## src/rtl/simon_seq_ctrl_pkg.sv

```systemverilog
// Shared encodings for the memory-game sequence controller: FSM states and
// the tempo select driven to the tick timer.
package simon_seq_ctrl_pkg;

   typedef enum logic [3:0] {
      S_IDLE      = 4'd0,
      S_ADD       = 4'd1,
      S_SHOW      = 4'd2,
      S_SHOW_WAIT = 4'd3,
      S_GAP       = 4'd4,
      S_INPUT     = 4'd5,
      S_WIN       = 4'd6,
      S_LOSE      = 4'd7,
      S_FINISH    = 4'd8,
      S_END       = 4'd9
   } state_e;

   localparam logic [1:0] SPEED_SLOW = 2'd0;
   localparam logic [1:0] SPEED_MAX  = 2'd3;

   // Tempo tier is the sequence length already divided down; clamp to the
   // fastest setting the timer supports.
   function automatic logic [1:0] speed_sel(input logic fast, input logic [31:0] tier);
      logic [1:0] sel;
      sel = SPEED_SLOW;
      if (fast) begin
         sel = (tier > 32'd3) ? SPEED_MAX : tier[1:0];
      end
      return sel;
   endfunction

endpackage

```

## src/rtl/simon_seq_ctrl_ram.sv

```systemverilog
// Sequence storage: one synchronous write port, one combinational read port.
// Contents are deliberately not reset; a new game overwrites from index 0.
module simon_seq_ram
   import simon_seq_ctrl_pkg::*;
#(
   parameter int COLOR_W = 2,
   parameter int DEPTH   = 32
) (
   input  logic                     CLK,
   input  logic                     we,
   input  logic [$clog2(DEPTH)-1:0] waddr,
   input  logic [COLOR_W-1:0]       wdata,
   input  logic [$clog2(DEPTH)-1:0] raddr,
   output logic [COLOR_W-1:0]       rdata
);

   logic [COLOR_W-1:0] mem [DEPTH];

   always_ff @(posedge CLK) begin
      if (we) begin
         mem[waddr] <= wdata;
      end
   end

   assign rdata = mem[raddr];

endmodule

```

## src/rtl/simon_seq_ctrl.sv

```systemverilog
// Memory-game sequence controller: grows a random color sequence, replays it
// with blanking gaps, checks the player's repeat and keeps score/high score.
module simon_seq_ctrl
   import simon_seq_ctrl_pkg::*;
#(
   parameter int COLOR_W       = 2,
   parameter int DEPTH         = 32,
   parameter int TIMEOUT_TICKS = 8,
   parameter int SPEEDUP_LOG2  = 2
) (
   input  logic                   CLK,
   input  logic                   RST_N,
   input  logic [COLOR_W-1:0]     IN,
   input  logic                   IN_VALID,
   input  logic [COLOR_W-1:0]     RAND,
   input  logic                   START_GAME,
   input  logic                   FAST_MODE,
   input  logic                   TIMER_PULSE,
   output logic                   TIMER_GO,
   output logic [1:0]             SPEED,
   output logic [COLOR_W-1:0]     OUT,
   output logic                   OUT_ENA,
   output logic [$clog2(DEPTH):0] SCORE,
   output logic [$clog2(DEPTH):0] HIGH_SCORE,
   output logic                   WIN,
   output logic                   LOSE,
   output logic                   HS
);

   localparam int AW    = $clog2(DEPTH);
   localparam int LW    = AW + 1;
   localparam int IDW   = $clog2(TIMEOUT_TICKS + 1);
   localparam int IDX_W = IDW + 1;

   localparam logic [LW-1:0]    DEPTH_L   = LW'(DEPTH);
   localparam logic [LW-1:0]    ONE_L     = LW'(1);
   localparam logic [AW-1:0]    ONE_A     = AW'(1);
   localparam logic [IDW-1:0]   IDLE_SAT  = IDW'(TIMEOUT_TICKS);
   localparam logic [IDX_W-1:0] TIMEOUT_X = IDX_W'(TIMEOUT_TICKS);

   state_e              state_q, state_d;
   logic [LW-1:0]       len_q, len_d;
   logic [AW-1:0]       idx_q, idx_d;
   logic [IDW-1:0]      idle_q, idle_d;
   logic                fast_q, fast_d;
   logic [COLOR_W-1:0]  out_q, out_d;
   logic                ena_q, ena_d;
   logic [LW-1:0]       score_q, score_d;
   logic [LW-1:0]       high_q, high_d;
   logic                win_q, win_d;
   logic                lose_q, lose_d;
   logic                hs_q, hs_d;
   logic                go_q, go_d;
   logic [1:0]          speed_q, speed_d;

   logic                ram_we;
   logic [COLOR_W-1:0]  ram_rdata;
   logic                idx_last;
   logic [IDX_W-1:0]    idle_inc;

   simon_seq_ram #(
      .COLOR_W (COLOR_W),
      .DEPTH   (DEPTH)
   ) u_ram (
      .CLK   (CLK),
      .we    (ram_we),
      .waddr (len_q[AW-1:0]),
      .wdata (RAND),
      .raddr (idx_q),
      .rdata (ram_rdata)
   );

   assign idx_last = ({1'b0, idx_q} == (len_q - ONE_L));
   assign idle_inc = {1'b0, idle_q} + IDX_W'(1);

   always_comb begin
      state_d = state_q;
      len_d   = len_q;
      idx_d   = idx_q;
      idle_d  = idle_q;
      fast_d  = fast_q;
      out_d   = out_q;
      ena_d   = ena_q;
      score_d = score_q;
      high_d  = high_q;
      win_d   = win_q;
      lose_d  = lose_q;
      hs_d    = 1'b0;
      go_d    = 1'b0;
      ram_we  = 1'b0;
      speed_d = speed_sel(fast_q, 32'(len_q >> SPEEDUP_LOG2));

      case (state_q)
         S_IDLE, S_END: begin
            if (START_GAME) begin
               win_d   = 1'b0;
               lose_d  = 1'b0;
               len_d   = '0;
               score_d = '0;
               idx_d   = '0;
               fast_d  = FAST_MODE;
               state_d = S_ADD;
            end
         end
         S_ADD: begin
            if (len_q == DEPTH_L) begin
               state_d = S_WIN;
            end else begin
               ram_we  = 1'b1;
               len_d   = len_q + ONE_L;
               idx_d   = '0;
               state_d = S_SHOW;
            end
         end
         S_SHOW: begin
            out_d   = ram_rdata;
            ena_d   = 1'b1;
            go_d    = 1'b1;
            state_d = S_SHOW_WAIT;
         end
         S_SHOW_WAIT: begin
            if (TIMER_PULSE) begin
               ena_d   = 1'b0;
               go_d    = 1'b1;
               state_d = S_GAP;
            end
         end
         S_GAP: begin
            if (TIMER_PULSE) begin
               if (idx_last) begin
                  idx_d   = '0;
                  idle_d  = '0;
                  go_d    = 1'b1;
                  state_d = S_INPUT;
               end else begin
                  idx_d   = idx_q + ONE_A;
                  state_d = S_SHOW;
               end
            end
         end
         S_INPUT: begin
            // A player entry wins over a coincident timer pulse.
            if (IN_VALID) begin
               if (IN == ram_rdata) begin
                  out_d  = IN;
                  idle_d = '0;
                  go_d   = 1'b1;
                  if (idx_last) begin
                     score_d = len_q;
                     state_d = S_ADD;
                  end else begin
                     idx_d = idx_q + ONE_A;
                  end
               end else begin
                  state_d = S_LOSE;
               end
            end else if (TIMER_PULSE) begin
               idle_d = (idle_q == IDLE_SAT) ? idle_q : idle_inc[IDW-1:0];
               go_d   = 1'b1;
               if (idle_inc == TIMEOUT_X) begin
                  state_d = S_LOSE;
               end
            end
         end
         S_WIN: begin
            win_d   = 1'b1;
            state_d = S_FINISH;
         end
         S_LOSE: begin
            lose_d  = 1'b1;
            ena_d   = 1'b0;
            state_d = S_FINISH;
         end
         S_FINISH: begin
            if (score_q > high_q) begin
               high_d = score_q;
               hs_d   = 1'b1;
            end
            state_d = S_END;
         end
         default: begin
            state_d = S_IDLE;
         end
      endcase
   end

   always_ff @(posedge CLK or negedge RST_N) begin
      if (!RST_N) begin
         state_q <= S_IDLE;
         len_q   <= '0;
         idx_q   <= '0;
         idle_q  <= '0;
         fast_q  <= 1'b0;
         out_q   <= '1;
         ena_q   <= 1'b0;
         score_q <= '0;
         high_q  <= '0;
         win_q   <= 1'b0;
         lose_q  <= 1'b0;
         hs_q    <= 1'b0;
         go_q    <= 1'b0;
         speed_q <= SPEED_SLOW;
      end else begin
         state_q <= state_d;
         len_q   <= len_d;
         idx_q   <= idx_d;
         idle_q  <= idle_d;
         fast_q  <= fast_d;
         out_q   <= out_d;
         ena_q   <= ena_d;
         score_q <= score_d;
         high_q  <= high_d;
         win_q   <= win_d;
         lose_q  <= lose_d;
         hs_q    <= hs_d;
         go_q    <= go_d;
         speed_q <= speed_d;
      end
   end

   assign TIMER_GO   = go_q;
   assign SPEED      = speed_q;
   assign OUT        = out_q;
   assign OUT_ENA    = ena_q;
   assign SCORE      = score_q;
   assign HIGH_SCORE = high_q;
   assign WIN        = win_q;
   assign LOSE       = lose_q;
   assign HS         = hs_q;

endmodule

```

## config.mk

```make
export PLATFORM = sky130hd
export DESIGN_NAME = simon_seq_ctrl
export DESIGN_NICKNAME = d
export VERILOG_FILES = /design/src/rtl/simon_seq_ctrl_pkg.sv /design/src/rtl/simon_seq_ctrl_ram.sv /design/src/rtl/simon_seq_ctrl.sv
export SDC_FILE = /design/constraint.sdc
export NUM_CORES = 1
export LEC_CHECK = 0
export ABC_AREA = 0
export BUFFER_PORTS_ARGS = -buffer_cell sky130_fd_sc_hd__buf_4
export CAP_MARGIN = 30
export CORE_ASPECT_RATIO = 0.8
export CORE_MARGIN = 10
export CORE_UTILIZATION = 41
export DETAILED_ROUTE_END_ITERATION = 10
export PLACE_DENSITY = 0.6
export SLEW_MARGIN = 40
export SYNTH_ARGS = -nofsm -noshare
export SYNTH_HDL_FRONTEND = slang
export SYNTH_SLANG_ARGS = --single-unit
export TNS_END_PERCENT = 5
```

## constraint.sdc

```tcl
create_clock -name CLK -period 2.71 [get_ports CLK]
set_input_delay 0.542 -clock CLK [delete_from_list [all_inputs] [get_ports CLK]]
set_output_delay 0.542 -clock CLK [all_outputs]
set_load 0.02 [all_outputs]
```

==> metrics.cfg, run 1 <==
[critical_path]
cpLargestDelayFamily=compound AO/OA/AOI/OAI gates
slowest_delay_ps=510
cp.arrival_ps=2840
critPathMostFrequentCell=mux2i_1
cp.buffers_inverters=2
endpoint_kind=flop
crit_path_start=idx_q[1]$_DFFE_PN0P_
cp.required_ps=2940
cp_max_fo=8
critPathLaunchType=flop
slowest_stage=dfrtp_2
worstPathCellList=buf_12, mux2i_1, a22oi_1, nand3_1, o31ai_4, nor4_4, o22a_2, buf_4, mux2i_1, o21ai_1
r2r-start=idx_q[1]$_DFFE_PN0P_
crit_type=reg2reg

[clock_tree]
numCtsBuffers=9
cts_sinks=105
clock_latency_ps=350
path_clk_slew_ps=80
clockRootBuffer=clkbuf_16
htreeDepth=3
ctsHoldBuffers=0
tritoncts=done
cts_buffer_depth=2

[yosys]
ys_ff_latch=105
avgSynthCellArea_um2=11.0
synth.net_count=526
synth-edff-count=64
ys_async_sr_fraction_pct=39.0
syn_inst=503
synth_warnings=0
synthFlopType=edfxtp_1
yosysSeqAreaShare_pct=53.3
yosysUniqueCellTypes=74
syn_area_mm2=0.00553

[timing]
period_needed_ps=2610
fin_hold_ws_ps=186
max_slew.worst_pin.slew_ps=560
setup_tns_ps=0
report.final.setup_viol=0
finalHoldViolCount=0
post-route-period-util_pct=96.2
slew_headroom_pct=62.6
fin_worst_skew_ps=12.1
fmax_mhz=384
drv_slew=0
rsz0062_at_grt=false

[grt]
overflow=0
grt_max_degree=42
grt_pass1_wl_um=20900
grt_antenna_before_repair=0
grtUsageTotal_pct=14.2
grt_pass1_vias=3898

[route]
wirelength_met1_um=6340
ant_nets=0
wl_met2_um=5670
via_per_inst=5.46
first_pass_iters=4
wl_um=13000
drt_iter0_markers=349
vias=3962
drc_errors=0
wl_per_cell_um=17.9
dr_wl_met3_um=793
dr.max_layer_used=met4

[floorplan]
coreArea_mm2=0.0131
rows=37
dieArea_mm2=0.0186
pin_count=31
die_h_um=124
start_util_pct=42.4
die_w_um=150

[final_layout]
fin_util_pct=49.2
drive_gt1_share_pct=20.3
finalNetCount=569
syn2layout_area_growth_pct=16.0
diodes=0

[pwr]
ir_worst_vdd_v=0.000514
p_leak_nw=2.36
pwr_density_cell_mw_per_mm2=840

[placed_design]
globalplace.congestion=0.870
dp_hpwl_um=9260
numPortBuffers=30

[min_path]
min_path_type=in2async

[run]
drv_cap=0

[outcome]
status=complete, no violations

stage by stage:
step,total power [mW],std cells,setup slack (ps),instance area [um^2]
final,5.39,726,104,6420
after global routing,5.74,726,19.4,6420
after CTS,5.39,720,34.1,6330
after detailed placement,4.02,704,-1.26,6020
after global placement,3.99,704,162,6020
after floorplan,3.37,503,412,5530
per-layer routing:
layer	vias up	GRT usage (%)
li1	1912	-
met1	1933	20.6
met2	104	21.2
met3	13	2.94
met4	0	3.70
met5	-	0
synthesized netlist by cell type, types with 10 or more instances:
cell type | instances | area [um^2]
ha_1 | 13 | 163
o21ai_0 | 24 | 120
nand3_1 | 13 | 65.1
clkbuf_1 | 12 | 45.0
a21oi_1 | 16 | 80.1
mux2i_1 | 35 | 350
edfxtp_1 | 64 | 1920
nor2b_1 | 13 | 81.3
nor2_1 | 59 | 221
dfrtp_1 | 39 | 976
inv_1 | 15 | 56.3
o21ai_1 | 10 | 50.1
nand2_1 | 51 | 191
kinds of logic after synthesis:
family                     after synthesis  synth area share (%)
xor gates and xnor gates                12                  1.90
DFF                                    105                  53.3
and+or+nand+nor                        188                  16.6
buffers and inverters                   44                  4.16
adders and majority gates               13                  2.94
muxes                                   39                  7.21
AOI/OAI and AO/OA                      102                  13.9
placed cells by master (no fill, tap or decap), types with 3 or more instances in the layout:
| master | n |
|---|---|
| a2111oi_2 | 3 |
| a21oi_1 | 16 |
| a22oi_1 | 9 |
| a22oi_2 | 4 |
| and2_1 | 4 |
| buf_4 | 57 |
| clkbuf_16 | 10 |
| dfrtp_1 | 38 |
| edfxtp_1 | 64 |
| ha_1 | 13 |
| inv_1 | 15 |
| inv_6 | 3 |
| mux2i_1 | 34 |
| nand2_1 | 51 |
| nand2b_1 | 9 |
| nand3_1 | 13 |
| nand3b_1 | 4 |
| nand4_1 | 3 |
| nor2_1 | 59 |
| nor2b_1 | 12 |
| nor3_1 | 8 |
| nor3_2 | 3 |
| nor4_1 | 4 |
| o211ai_1 | 5 |
| o21ai_0 | 24 |
| o21ai_1 | 10 |
| o22ai_1 | 4 |
| or2_2 | 3 |
| xnor2_1 | 7 |
| xor2_1 | 5 |
final timing paths:
| kind | cells after the start | slack [ps] | endpoint |
|---|---|---|---|
| max in group asynchronous | 1 | 2120 | idx_q[1]$_DFFE_PN0P_ |
| setup / recovery | 10 | 100 | SCORE[3]$_DFFE_PN0P_ |
| hold / removal | 1 | 190 | state_q[3]$_DFFE_PN0P_ |
| setup reg to reg | 10 | 100 | SCORE[3]$_DFFE_PN0P_ |
| min in group CLK | 2 | 430 | fast_q$_DFFE_PN0P_ |
| hold reg to reg | 2 | 520 | OUT_ENA$_DFFE_PN0P_ |
what timing repair did:
item	in CTS	in global routing
setup buffers	0	4
gates resized for setup	1	4
setup endpoints to repair	4	6
cloned	0	2
pin swaps	0	1
flip-flops by register name (all words and copies together), names as in the netlist, 2 cells and up:
signal and flops:
HIGH_SCORE 6, OUT 2, SCORE 6, SPEED 2, idle_q 4, idx_q 5, len_q 6, state_q 4
u_ram.mem 64
where the power goes:
part / total (mW) / internal (mW) / switching (mW)
clock network: 1.36 / 0.737 / 0.623
logic: 2.01 / 0.812 / 1.19
registers: 2.02 / 1.87 / 0.156
worst reg2reg max path: cells and delay by family, from the launching register on:
| kind | cells | cell delay, ps |
|---|---|---|
| buffers and inverters | 2 | 350 |
| AO/OA/AOI/OAI | 4 | 620 |
| AND/OR/NAND/NOR | 2 | 490 |
| flip-flops | 1 | 510 |
| multiplexers | 2 | 510 |
layout make-up:
class | instances | area, um^2
timing repair buffer | 60 | 493
multi-input combinational | 355 | 2390
tap | 175 | 219
fill | 1245 | 6640
sequential | 105 | 2950
clock inverter | 7 | 82.6
clock buffer | 9 | 225
inverter | 15 | 56.3
Note: power is estimated with default switching activity, not from simulation.
==> inputs of run 2 (changes only) <==
--- a/config.mk
+++ b/config.mk
@@ -14,2 +14,3 @@
 export DETAILED_ROUTE_END_ITERATION = 10
+export MAX_ROUTING_LAYER = met4
 export PLACE_DENSITY = 0.6
==> constraint.sdc (replaced) <==
create_clock -name CLK -period 2.71 [get_ports CLK]
set_input_delay 0.4065 -clock CLK [delete_from_list [all_inputs] [get_ports CLK]]
set_output_delay 0.4065 -clock CLK [all_outputs]
set_load 0.02 [all_outputs]
==> run 2 against run 1 <==
Count of clock-buffer cells in the layout stayed put. Total power is essentially flat. Die area did not move. Non-clock buffer count is 2 lower. Combinational power is essentially flat. First-iteration DRC count fell by 15%. Setup slack worse by 10 ps. Highest routed layer unchanged. Wire length is 0.59% lower. Via count about the same.
==> metrics.cfg, run 2 (same netlist as run 1, synthesis figures left out) <==
[outcome]
status=complete, no violations

[pwr]
switchingPower_mw=1.97  ; about the same
p_clk_share_pct=25.1  ; about the same
pwr_density_cell_mw_per_mm2=840  ; about the same
power_frac_comb_pct=37.3  ; about the same
p_leak_nw=2.35  ; -0.63%
intPower_mw=3.41  ; about the same
swShare_pct=36.6  ; about the same
ir_worst_vdd_v=0.000503  ; -2.1%
p_seq_share_pct=37.6  ; about the same

[final_layout]
drive_gt1_share_pct=20.0  ; -0.29 points
syn2layout_area_growth_pct=15.9
fillers=1236  ; -0.72%
multiInputGateArea_mm2=0.00241  ; +0.89%
mostFrequentLayoutCells=edfxtp_1, nor2_1, buf_4
diodes=0  ; unchanged
finalNetCount=567  ; -0.35%
top_register=u_ram.mem
final_common_cell=edfxtp_1
ff_latch_area_mm2=0.00295  ; unchanged
fin_util_pct=49.1  ; -0.057 points
largest_reg_flops=64  ; unchanged

[route]
wl_um=12900  ; -0.59%
vias=3963  ; +0.025%
first_pass_iters=5  ; +1
ant_nets=0  ; unchanged
via_per_inst=5.47  ; +0.30%
wl_per_cell_um=17.8  ; -0.32%
drc_errors=0  ; unchanged
drt_iter0_markers=295  ; -15%

[placed_design]
dp_hpwl_um=9260  ; unchanged
numPortBuffers=30  ; unchanged
globalplace.congestion=0.884  ; +1.6%

[critical_path]
crit_type=reg2reg
cp.arrival_ps=2850  ; about the same
endpoint_kind=flop
cp_max_fo=8  ; unchanged
critPathLaunchType=flop
cp.required_ps=2950  ; about the same

[timing]
max_slew.worst_pin.slew_ps=562  ; +1.92 ps
rsz0062_at_grt=false
fin_worst_skew_ps=8.95  ; -3.12 ps
drv_slew=0  ; unchanged
period_needed_ps=2620  ; +10.1 ps
slew_headroom_pct=62.5  ; -0.13 points
finalHoldViolCount=0  ; unchanged
setup_tns_ps=0  ; unchanged
report.final.setup_viol=0  ; unchanged
post-route-period-util_pct=96.5  ; +0.37 points
fmax_mhz=382  ; -0.39%

[grt]
overflow=0  ; unchanged
grt_antenna_before_repair=0  ; unchanged
grt_pass1_wl_um=20900  ; about the same
grtUsageTotal_pct=14.6  ; +0.42 points
grt_max_degree=42  ; unchanged
grt_pass1_vias=3899  ; +0.026%

[run]
drv_cap=0  ; unchanged

[floorplan]
start_util_pct=42.4  ; unchanged
die_h_um=124  ; unchanged
die_w_um=150  ; unchanged
rows=37  ; unchanged
dieArea_mm2=0.0186  ; unchanged
pin_count=31  ; unchanged
coreArea_mm2=0.0131  ; unchanged

[clock_tree]
tritoncts=done
cts_buffer_depth=2  ; unchanged
clock_latency_ps=350  ; about the same
path_clk_slew_ps=80  ; about the same
cts_sinks=105  ; unchanged
clockRootBuffer=clkbuf_16
htreeDepth=3  ; unchanged
numCtsBuffers=9  ; unchanged

[min_path]
min_path_type=in2async

[run 2: cell count changes in the layout (fill, tap and decap cells not counted), sizes merged]
cell,previous run,this run
buf,59,58
clkbuf,10,9
[run 2: routing by layer]
layer | part of all wire (%) | track usage [%] | wire, um | vias to the layer above
li1 | - | - | - | 1908
met1 | 50 | 20.6 | 6460 | 1948
met2 | 44 | 21.2 | 5680 | 94
met3 | 5.0 | 2.79 | 645 | 13
met4 | 0.92 | 3.70 | 119 | 0
met5 | 0 | - | 0 | -
[run 2: path summary, 6_finish.rpt]
path / start / end / slack [ps] / depth (start not counted)
worst max-delay path: idx_q[1]$_DFFE_PN0P_ / idx_q[0]$_DFFE_PN0P_ / 90 / 9
worst min-delay path: RST_N / HIGH_SCORE[4]$_DFFE_PN0P_ / 50 / 1
worst max register to register: idx_q[1]$_DFFE_PN0P_ / idx_q[0]$_DFFE_PN0P_ / 90 / 9
worst min register to register: OUT_ENA$_DFFE_PN0P_ / OUT_ENA$_DFFE_PN0P_ / 530 / 2
max in group asynchronous: RST_N / idx_q[1]$_DFFE_PN0P_ / 2250 / 1
min in group CLK: FAST_MODE / fast_q$_DFFE_PN0P_ / 300 / 2
[run 2: repair_timing]
| item | CTS | global route |
|---|---|---|
| setup buffers | 0 | 3 |
| hold buffers | 0 | 0 |
| gates resized for setup | 1 | 7 |
| setup endpoints to repair | 4 | 6 |
| gates cloned | 0 | 1 |
| pin swaps | 0 | 2 |
[run 2: critical path: stages, from the launching register on]
cell,delay [ps]
dfrtp_2,480
buf_12,160
mux2i_1,330
a22oi_1,160
nand3_1,170
o31ai_4,120
nor4_4,340
o22ai_2,180
o21a_4,270
mux2_4,290
[run 2: power groups by stage]
stage                     clock network (mW)  logic, mW  registers [mW]
after floorplan                            0       1.32            2.06
after global placement                     0       1.94            2.05
after detailed placement                   0       1.97            2.05
after CTS                               1.39       1.98            2.02
after global routing                    1.45       2.23            2.05
final                                   1.35       2.01            2.02
[run 2: cell type report]
type / count / area share [%]
multi-input combinational: 355 / 37.6
tap: 175 / 3.42
timing repair buffer: 58 / 7.24
sequential: 105 / 46.0
clock inverter: 7 / 1.29
inverter: 15 / 0.878
clock buffer: 9 / 3.51
[run 2: stage by stage]
| step | hold slack [ps] | setup slack (ps) | power [mW] | cell area [um^2] | std cells |
|---|---|---|---|---|---|
| detailed placement | 441 | -1.26 | 4.02 | 6020 | 704 |
| global placement | 434 | 162 | 3.99 | 6020 | 704 |
| floorplan | 111 | 412 | 3.37 | 5530 | 503 |
| finish | 53.2 | 93.9 | 5.39 | 6410 | 724 |
| CTS | 62.2 | 34.1 | 5.39 | 6330 | 720 |
| global route | 77.6 | 2.21 | 5.73 | 6410 | 724 |
==> inputs of run 3 (changes only) <==
- CORE_UTILIZATION: 41 -> 46
- PLACE_DENSITY: 0.6 -> 0.66
==> run 3 against run 2 <==
First-iteration DRC count up 3.7%. Largest cell class unchanged. Wire length down 5.0%. Utilization up 4.9 points. Clock power down 4%.
==> metrics.cfg, run 3 (same netlist as run 1, synthesis figures left out) <==
[route]
wl_um=12300  ; -5.0%
via_per_inst=5.68  ; +3.8%
dr.max_layer_used=met4
drc_errors=0  ; unchanged
ant_nets=0  ; unchanged
drt_iter0_markers=306  ; +3.7%
wirelength_met1_um=6080  ; -5.9%
wl_met2_um=5360  ; -5.7%
wl_per_cell_um=17.7  ; -0.89%
vias=3944  ; -0.48%
dr_wl_met3_um=691  ; +7.1%
first_pass_iters=5  ; unchanged

[timing]
rsz0062_at_grt=false
setup_tns_ps=0  ; unchanged
finalHoldViolCount=0  ; unchanged
fin_hold_ws_ps=36.8  ; -16.4 ps
fmax_mhz=384  ; +0.50%
fin_worst_skew_ps=7.13  ; -1.82 ps
drv_slew=0  ; unchanged
period_needed_ps=2600  ; -13.0 ps
slew_headroom_pct=62.4  ; -0.068 points
max_slew.worst_pin.slew_ps=556  ; -6.80 ps
fin_ws_ps=107  ; +13.0 ps
post-route-period-util_pct=96.1  ; -0.48 points
report.final.setup_viol=0  ; unchanged

[critical_path]
cp.arrival_ps=2820  ; -30 ps
cp_max_fo=30  ; +22
critPathLaunchType=flop
endpoint_kind=flop
cp.required_ps=2930  ; -20 ps
r2r_cells=10  ; +1
crit_type=reg2reg

[grt]
overflow=0  ; unchanged
grt_antenna_before_repair=0  ; unchanged
grtUsageTotal_pct=15.2  ; +0.59 points
grt_pass1_vias=3821  ; -2.0%
grt_pass1_wl_um=20300  ; -3.0%
grt_max_degree=42  ; unchanged

[clock_tree]
numCtsBuffers=9  ; unchanged
clockRootBuffer=clkbuf_16
path_clk_slew_ps=70  ; about the same
cts_sinks=105  ; unchanged
cts_buffer_depth=2  ; unchanged
clock_latency_ps=350  ; about the same
htreeDepth=3  ; unchanged
ctsHoldBuffers=0  ; unchanged
tritoncts=done

[floorplan]
coreArea_mm2=0.0116  ; -11%
dieArea_mm2=0.0168  ; -9.3%
rows=35  ; -5.4%
pin_count=31  ; unchanged
die_w_um=143  ; -4.8%
die_h_um=118  ; -4.7%
start_util_pct=47.5  ; +5.1 points

[final_layout]
final_common_cell=edfxtp_1
largest_reg_flops=64  ; unchanged
fin_util_pct=54.0  ; +4.9 points
drive_gt1_share_pct=19.4  ; -0.62 points
mostFrequentLayoutCells=edfxtp_1, nor2_1, buf_4
fin_cells=694  ; -4.1%
syn2layout_area_growth_pct=13.6
top_register=u_ram.mem
diodes=0  ; unchanged
stdcell_area_mm2=0.00629  ; -1.9%
finalNetCount=564  ; -0.53%

[placed_design]
placed_cell_area_mm2=0.00595  ; -1.1%
dp_hpwl_um=8780  ; -5.2%
placedCellCount=674  ; -4.3%
globalplace.congestion=0.866  ; -2.1%
numPortBuffers=30  ; unchanged
pre_cts_ws_ps=7.80  ; +9.07 ps

[pwr]
p_total_mw=5.26  ; -2.3%
p_leak_nw=2.31  ; -1.4%
ir_worst_vdd_v=0.000450  ; -11%
pwr_density_cell_mw_per_mm2=837  ; -0.40%

[outcome]
status=complete, no violations

[min_path]
min_path_type=in2async

[run]
drv_cap=0  ; unchanged

-- run 3: cell count changes in the layout (fill, tap and decap cells not counted), moves of 2 or more --
cell     change
inv_6        -2
inv_8        -2
o31ai_2      +2
o31ai_4      -2
-- run 3: final cells by class --
| class | instances | area (um^2) |
|---|---|---|
| Clock inverter | 7 | 68.8 |
| Sequential cell | 105 | 2950 |
| Timing Repair Buffer | 55 | 425 |
| Multi-Input combinational cell | 355 | 2370 |
| Tap cell | 148 | 185 |
| Fill cell | 1014 | 5360 |
| Clock buffer | 9 | 225 |
| Inverter | 15 | 56.3 |
-- run 3: routing by layer --
metal | vias to the layer above | global-route usage [%]
met1 | 1939 | 22.0
li1 | 1900 | -
met5 | - | -
met4 | 0 | 4.12
met3 | 11 | 3.51
met2 | 94 | 20.6
-- run 3: power by group --
group	leakage, nW	internal, mW	switching [mW]	total [mW]
Combinational	1.06	0.776	1.14	1.92
Clock	0.139	0.714	0.577	1.29
Sequential	1.12	1.87	0.185	2.05
-- run 3: critical path: stages, from the launching register on --
cell,delay (ps)
dfrtp_2,390
buf_12,240
mux2i_1,330
a22oi_1,110
nand4b_1,150
o31ai_2,110
nor3_1,380
o22a_2,320
buf_4,180
mux2i_1,180
o21ai_1,80
-- run 3: worst paths after layout --
| check | startpoint | end | slack [ps] |
|---|---|---|---|
| worst max-delay path | idx_q[1]$_DFFE_PN0P_ | SCORE[3]$_DFFE_PN0P_ | 110 |
| worst min-delay path | RST_N | HS$_DFF_PN0_ | 40 |
| worst max register to register | idx_q[1]$_DFFE_PN0P_ | SCORE[3]$_DFFE_PN0P_ | 110 |
| worst min register to register | OUT_ENA$_DFFE_PN0P_ | OUT_ENA$_DFFE_PN0P_ | 550 |
| max in group asynchronous | RST_N | idx_q[1]$_DFFE_PN0P_ | 2280 |
| min in group CLK | FAST_MODE | fast_q$_DFFE_PN0P_ | 290 |
-- run 3: what timing repair did --
item                                    in CTS  in global routing
setup buffers                                0                  3
pin swaps                                    0                  1
gates cloned                                 0                  1
gates resized for setup                      1                  2
endpoints found under the setup margin       2                 10
